File: config.mk
export PLATFORM = sky130hd
export DESIGN_NAME = kara_overlap_accum_flat
export DESIGN_NICKNAME = d
export VERILOG_FILES = /design/src/rtl/kara_overlap_accum_if.sv /design/src/rtl/kara_overlap_accum.sv /design/src/flat_wrapper.sv
export SDC_FILE = /design/constraint.sdc
export NUM_CORES = 1
export LEC_CHECK = 0
export ABC_CLOCK_PERIOD_IN_PS = 1740
export BUFFER_PORTS_ARGS = -buffer_cell sky130_fd_sc_hd__buf_2
export CAP_MARGIN = 20
export CORE_MARGIN = 5
export CORE_UTILIZATION = 40
export DETAILED_ROUTE_END_ITERATION = 8
export GPL_ROUTABILITY_DRIVEN = 0
export GPL_TIMING_DRIVEN = 0
export SYNTH_ARGS = -nofsm -noshare
export SYNTH_HDL_FRONTEND = slang
export SYNTH_SLANG_ARGS = --single-unit
File: constraint.sdc
create_clock -name clk -period 1.74 [get_ports clk]
set_clock_uncertainty 0.15 [all_clocks]
set_input_delay 0.261 -clock clk [delete_from_list [all_inputs] [get_ports clk]]
set_output_delay 0.261 -clock clk [all_outputs]
set_load 0.1 [all_outputs]
File: src/rtl/kara_overlap_accum_if.sv
// Term/product stream bundle for the Karatsuba overlap-accumulate stage.
// The master side offers partial products and consumes the recombined result.
interface kara_overlap_accum_if #(
  parameter int H = 12
);
  localparam int TW = 2*H - 1;
  localparam int OW = 4*H - 1;

  logic          in_valid;
  logic          in_ready;
  logic [1:0]    in_tag;
  logic [TW-1:0] in_data;
  logic          out_valid;
  logic          out_ready;
  logic [OW-1:0] out_data;
  logic          tag_err;

  modport master (
    output in_valid, in_tag, in_data, out_ready,
    input  in_ready, out_valid, out_data, tag_err
  );

  modport slave (
    input  in_valid, in_tag, in_data, out_ready,
    output in_ready, out_valid, out_data, tag_err
  );
endinterface

File: src/rtl/kara_overlap_accum.sv
// GF(2) Karatsuba overlap-accumulate: XORs low/mid/high terms at offsets 0/H/2H.
// Optional macro KARA_MIDFIX_EN: also folds low and high terms in at offset H.
module kara_overlap_accum #(
  parameter int H = 12
) (
  input  logic clk,
  input  logic rst_n,
  input  logic clr,
  kara_overlap_accum_if.slave bus
);
  localparam int TW = 2*H - 1;
  localparam int OW = 4*H - 1;

  logic [OW-1:0] acc_reg, acc_next;
  logic [2:0]    seen_reg, seen_next;
  logic          out_valid_reg, out_valid_next;
  logic          tag_err_reg, tag_err_next;

  logic [OW-1:0] term_at [3];
  logic [OW-1:0] contrib;
  logic [2:0]    tag_onehot;
  logic          xfer;
  logic          tag_legal;

  // The high term lands on bits 2H..OW-1, so no shifted bit is ever lost.
  generate
    for (genvar gi = 0; gi < 3; gi++) begin : g_offset
      assign term_at[gi] = {{(OW-TW){1'b0}}, bus.in_data} << (gi*H);
    end
  endgenerate

  assign bus.in_ready  = !out_valid_reg && !clr;
  assign bus.out_valid = out_valid_reg;
  assign bus.out_data  = acc_reg;
  assign bus.tag_err   = tag_err_reg;

  assign xfer      = bus.in_valid && bus.in_ready;
  assign tag_legal = |(tag_onehot & ~seen_reg);

  always_comb begin
    tag_onehot = 3'b000;
    contrib    = '0;
    case (bus.in_tag)
      2'd0: begin
        tag_onehot = 3'b001;
`ifdef KARA_MIDFIX_EN
        contrib    = term_at[0] ^ term_at[1];
`else
        contrib    = term_at[0];
`endif
      end
      2'd1: begin
        tag_onehot = 3'b010;
        contrib    = term_at[1];
      end
      2'd2: begin
        tag_onehot = 3'b100;
`ifdef KARA_MIDFIX_EN
        contrib    = term_at[2] ^ term_at[1];
`else
        contrib    = term_at[2];
`endif
      end
      default: begin
        tag_onehot = 3'b000;
        contrib    = '0;
      end
    endcase
  end

  always_comb begin
    acc_next       = acc_reg;
    seen_next      = seen_reg;
    out_valid_next = out_valid_reg;
    tag_err_next   = xfer && !tag_legal;
    if (clr) begin
      acc_next       = '0;
      seen_next      = 3'b000;
      out_valid_next = 1'b0;
      tag_err_next   = 1'b0;
    end else if (out_valid_reg) begin
      if (bus.out_ready) begin
        acc_next       = '0;
        seen_next      = 3'b000;
        out_valid_next = 1'b0;
      end
    end else if (xfer && tag_legal) begin
      acc_next       = acc_reg ^ contrib;
      seen_next      = seen_reg | tag_onehot;
      out_valid_next = (seen_next == 3'b111);
    end
  end

  always_ff @(posedge clk or negedge rst_n) begin
    if (!rst_n) begin
      acc_reg       <= '0;
      seen_reg      <= 3'b000;
      out_valid_reg <= 1'b0;
      tag_err_reg   <= 1'b0;
    end else begin
      acc_reg       <= acc_next;
      seen_reg      <= seen_next;
      out_valid_reg <= out_valid_next;
      tag_err_reg   <= tag_err_next;
    end
  end
endmodule

File: src/flat_wrapper.sv
// flat-port wrapper written by rule: the top's interface ports become plain ports
module kara_overlap_accum_flat 
#(
  parameter int H = 12
)
  (clk, rst_n, clr, bus_in_valid, bus_in_tag, bus_in_data, bus_out_ready, bus_in_ready, bus_out_valid, bus_out_data, bus_tag_err);
  kara_overlap_accum_if #(.H(H)) bus_i ();
  input  logic clk;
  input  logic rst_n;
  input  logic clr;
  input wire logic [$bits(bus_i.in_valid)-1:0] bus_in_valid;
  input wire logic [$bits(bus_i.in_tag)-1:0] bus_in_tag;
  input wire logic [$bits(bus_i.in_data)-1:0] bus_in_data;
  input wire logic [$bits(bus_i.out_ready)-1:0] bus_out_ready;
  output wire logic [$bits(bus_i.in_ready)-1:0] bus_in_ready;
  output wire logic [$bits(bus_i.out_valid)-1:0] bus_out_valid;
  output wire logic [$bits(bus_i.out_data)-1:0] bus_out_data;
  output wire logic [$bits(bus_i.tag_err)-1:0] bus_tag_err;
  assign bus_i.in_valid = bus_in_valid;
  assign bus_i.in_tag = bus_in_tag;
  assign bus_i.in_data = bus_in_data;
  assign bus_i.out_ready = bus_out_ready;
  assign bus_in_ready = bus_i.in_ready;
  assign bus_out_valid = bus_i.out_valid;
  assign bus_out_data = bus_i.out_data;
  assign bus_tag_err = bus_i.tag_err;
  kara_overlap_accum #(.H(H)) u_core (.clk(clk), .rst_n(rst_n), .clr(clr), .bus(bus_i));
endmodule
# Word-level counts from Yosys, hierarchy flattened
# Index checks and enable logic that the tools add are counted.
word_totals:
  regBits: 52
  latch_bits: 0
  ramBits: 0
  rom_bits: 0
  inputBits: 30
  output_inout_bits: 50
  elab_cells: 38
  mem_count: 0
classes:
  addsub: 0
  n_mul: 0
  n_div: 0
  order_cmp: 0
  eq_ne: 4
  shift: 0
  mux: 15
  n_bitwise: 4
  reduce_logical: 11
op_table:
  columns: ["operator", "n"]
  rows:
  - ["2-to-1 mux 47 bit", 4]
  - ["one-hot mux 47 bit (3 select lines)", 1]
  - ["bitwise XOR 47 bit", 1]
  - ["2-to-1 mux 3 bit", 4]
  - ["one-hot mux 3 bit (3 select lines)", 1]
  - ["2-to-1 mux 1 bit", 5]
  - ["logical AND 1 bit", 4]
  - ["bitwise AND 3 bit", 1]
  - ["== test 3 bit, second input constant", 1]
  - ["zero test 1 bit", 3]
  - ["inequality test 3 bit, second input constant", 1]
  - ["inverter 3 bit", 1]
  - ["bitwise OR 3 bit", 1]
  - ["nonzero test 3 bit", 1]
  - ["OR reduction 3 bit", 1]
  - ["== test 2 x 1 -> 1 bit, second input constant", 1]
  - ["== test 2 bit, second input constant", 1]
  - ["zero test 2 bit", 1]
  - ["AND reduction 2 bit", 1]

# Logic depth before layout (Yosys ltp)
logic_depth:
  word_depth: 8
  ltp_mapped: 7
  depth_no_buf: 5

# Least setup slack after synthesis
# OpenSTA, ideal clock, no wires.
synth_path:
  path_kind: "flip-flop to flip-flop"
  start: "register u_core.out_valid_reg, in the netlist u_core.bus.out_valid"
  end: "register u_core.acc_reg[14], in the netlist u_core.bus.out_data[14]"
  setup_ps: 100
  arrival_time_ps: 2158
  required_ps: 1490
  slack_ps: -668
  stages_incl_launch_ff: 6
  period_less_slack_ps: 2408
  path_cell_list: "dfrtp_1 or2_2 inv_2 nand4b_1 buf_2 o31ai_1"
synth_via:
  elab_chain_cells: 6
  elab_cells_between_ends: 9
synth_rtl:
  columns: ["element", "line", "text"]
  rows:
  - ["start: declaration", "kara_overlap_accum.sv:16", "logic out_valid_reg, out_valid_next;"]
  - ["start signal: assignment", "kara_overlap_accum.sv:103", "out_valid_reg <= out_valid_next;"]
  - ["zero test 1 bit", "kara_overlap_accum.sv:32", "assign bus.in_ready = !out_valid_reg && !clr;"]
  - ["logical AND 1 bit", "kara_overlap_accum.sv:32", null]
  - ["net bus_in_ready", "flat_wrapper.sv:15", "output wire logic [$bits(bus_i.in_ready)-1:0] bus_in_ready;"]
  - ["logical AND 1 bit", "kara_overlap_accum.sv:37", "assign xfer = bus.in_valid && bus.in_ready;"]
  - ["logical AND 1 bit", "kara_overlap_accum.sv:87", "end else if (xfer && tag_legal) begin"]
  - ["nonzero test 3 bit (no line)", null, null]
  - ["AND reduction 2 bit (no line)", null, null]
  - ["end signal: assignment", "kara_overlap_accum.sv:101", "acc_reg <= acc_next;"]
  - ["end: declaration", "kara_overlap_accum.sv:14", "logic [OW-1:0] acc_reg, acc_next;"]
# The timed path passes the listed nets, and every way through them passes these cells.
# A chain may end at the register's enable or synchronous reset.

# Worst setup path after layout
layout_path:
  start: "register u_core.out_valid_reg, in the netlist u_core.bus.out_valid"
  end: "output bus_in_ready"
layout_via:
  elab_chain_cells: 2
layout_rtl:
  columns: ["element", "line"]
  rows:
  - ["zero test 1 bit", "kara_overlap_accum.sv:32"]
  - ["logical AND 1 bit", "kara_overlap_accum.sv:32"]
  - ["end: declaration", "flat_wrapper.sv:15"]
# No other way between the ends.

==> out/metrics.cfg <==
[floorplanning]
initial_core_util_pct=40.6
ioPinCount=80
rows=30
die_y_microns=92.6
core_sq_um=6720
fp.dieW_microns=92.6
dieArea_sq_um=8570

[final_layout]
diodes=0
utilization_pct=52.0
syn_to_final_growth_pct=28.0
final_cells=455
final_cell_mix=buf_2, dfrtp_1, nand2_1, o21ai_0
drive_above_1_share_pct=34.4
fillerInstances=654
largest_register_ffs=47
final_common_cell=buf_2
fin_nets=404

[clock_network]
cts_root_buf=clkbuf_8
cts.sinks=52
cts_buffers=5
clkSlewWorstSetupHoldPaths_ns=0.10
htreeDepth=2
cts_tree=built
clk_path_buf_depth=2
insertion_delay_ns=0.30

[run_status]
status=complete, but fails checks
violations=negative setup slack

[drt]
drc=0
drt_first_pass_iters=4
drt-vias-per-instance=5.54
drtAntennaViolNets=0
wl_per_cell_microns=17.5
initialDrtViolationCount=109
routed_wirelength_microns=7970
num_vias=2519

[setup_path]
cp.required_ns=1.33
end_kind=output port
crit_fanout=6
crit_family=flip-flops
regToRegStartpoint=u_core.bus.out_valid
cpMaxStageDelayCell=dfrtp_4
cp-start-kind=register
arrival_ns=1.33
cpPeakStageDelay_ns=0.50
r2r-end=u_core.bus.out_data[39]
crit_path_start=u_core.bus.out_valid
reg2reg_depth=7
crit_cells=3
rrSetupSlack_ns=0.08
crit_buf_inv=2
crit_type=register to output port
path_cells=or2_4 > inv_12 > buf_12
endpoint=bus_in_ready

[power]
power_frac_seq_pct=45.8
p_total_mw=2.87
switching_share_pct=38.0
ir_worst_vdd_v=0.000325
combPwrFrac_pct=29.0
clkPwrFrac_pct=25.2
p_int_mw=1.78
power.switching_mw=1.09
leakagePower_nw=1.68
power_density_nw_per_um2=821

[grt]
overflow=0
grt_pass1_wl_microns=12800
grt_max_degree=34
grt_usage_pct=19.0
grt_pass1_vias=2473
antenna_found_initial=0

[sta]
setup_viol=1
fin_tns_setup_ns=-0.00331
setup_ws_ns=-0.00331
period_needed_ns=1.74
whs_ns=0.0634
period_share_pct=100
slew_headroom_pct=66.0
rsz0062_at_grt=true
max_freq_mhz=574
max_slew.worst_pin.slew_ns=0.510
hold_violations=0
maxSlewViolCount=0

[synth]
synth_fp_nets=312
synth_flop_cell=dfrtp_1
synth_area_sq_um=2730
netlist_top_cells_area=dfrtp_1, o21ai_0, a21oi_1, mux2i_1, nand2_1
seq_area_frac_synth_pct=47.7
synth-seq-cells=52
synthArstFlopShare_pct=100
yosysUniqueCellTypes=31
yosysWarnings=0
synth-edff-count=0
yosysTopAreaCell=dfrtp_1
synth_top_cell_area_share_pct=47.7
synth_area_per_cell_sq_um=9.67
synth_cells=282

[place]
portBuffers=77
dp_cells=440
place_hpwl_microns=5880

[hold_path]
min_path_type=input port to register
min-delay-start=bus_in_data[4]

[job]
maxCapViolations=0

[synth_stat cells, types with 2 or more instances]
master,n
a21oi_1,29
a22oi_1,4
a22oi_2,7
buf_2,6
buf_4,5
buf_6,4
clkbuf_1,6
dfrtp_1,52
mux2i_1,14
nand2_1,37
nand4b_1,2
nor2_1,4
o211ai_1,11
o21ai_0,37
o21ai_1,27
o31ai_1,12
xor2_1,11
[cells by family (layout without fill, tap and decap cells)]
logic type / count (synthesis) / after routing / synth area share, %
XOR/XNOR: 11 / 11 / 3.53
buffers and inverters: 23 / 116 / 5.23
flip-flops: 52 / 52 / 47.7
multiplexers: 14 / 14 / 5.14
AO/OA/AOI/OAI: 128 / 128 / 27.9
AND/OR/NAND/NOR: 54 / 54 / 10.4
[per-stage QoR]
step | cell area, sq um | setup slack, ns
after detailed placement | 3290 | -0.118
after CTS | 3410 | -0.0149
final | 3490 | -0.00331
after floorplan | 2780 | -0.0511
after global placement | 3270 | -0.0890
after global routing | 3490 | -0.0427
[final cells by class]
class / instances / area, sq um / share of cell area, %
sequential: 52 / 1310 / 37.4
multi-input combinational: 207 / 1300 / 37.2
timing repair buffer: 85 / 475 / 13.6
buffer: 21 / 195 / 5.59
tap: 80 / 100 / 2.87
clock buffer: 7 / 86.3 / 2.47
inverter: 2 / 20.0 / 0.573
clock inverter: 1 / 7.51 / 0.215
[power by group through the flow]
| stage | registers, mW | logic (mW) | clock network [mW] |
|---|---|---|---|
| floorplan | 1.72 | 0.213 | 0 |
| global placement | 1.33 | 0.803 | 0 |
| detailed placement | 1.33 | 0.814 | 0 |
| CTS | 1.31 | 0.822 | 0.755 |
| global route | 1.32 | 0.880 | 0.799 |
| finish | 1.31 | 0.832 | 0.723 |
[worst min-delay path, cell delays in order]
cell	delay [ns]
buf_2	0.13
nand2_1	0.06
o21ai_1	0.05
[worst min-delay path by stage]
stage | cells past startpoint | slack, ns | endpoint
6_report | 3 | 0.06 | u_core.bus.out_data[4]
3_3_place_gp | 1 | 0.30 | u_core.bus.out_data[37]
4_1_cts | 3 | 0.06 | u_core.bus.out_data[5]
3_5_place_dp | 1 | 0.11 | u_core.bus.tag_err
2_1_floorplan | 0 | -0.18 | u_core.bus.out_data[0]
5_1_grt | 3 | 0.06 | u_core.bus.out_data[38]
[layer usage]
layer	wire, microns	global-route usage [%]	vias to the layer above
met3	437	3.74	12
met2	3810	31.1	78
met5	0	0	-
met1	3600	25.5	1219
met4	124	5.45	0
li1	-	-	1210
[timing repair]
action	in CTS	in global routing
endpoints found under the setup margin	33	45
hold buffers	1	0
gates cloned	0	1
resized for setup	5	19
buffers inserted	0	5
pin swaps	0	2
endpoints found under the hold margin	19	0
Note: power is estimated with default switching activity, not from simulation.
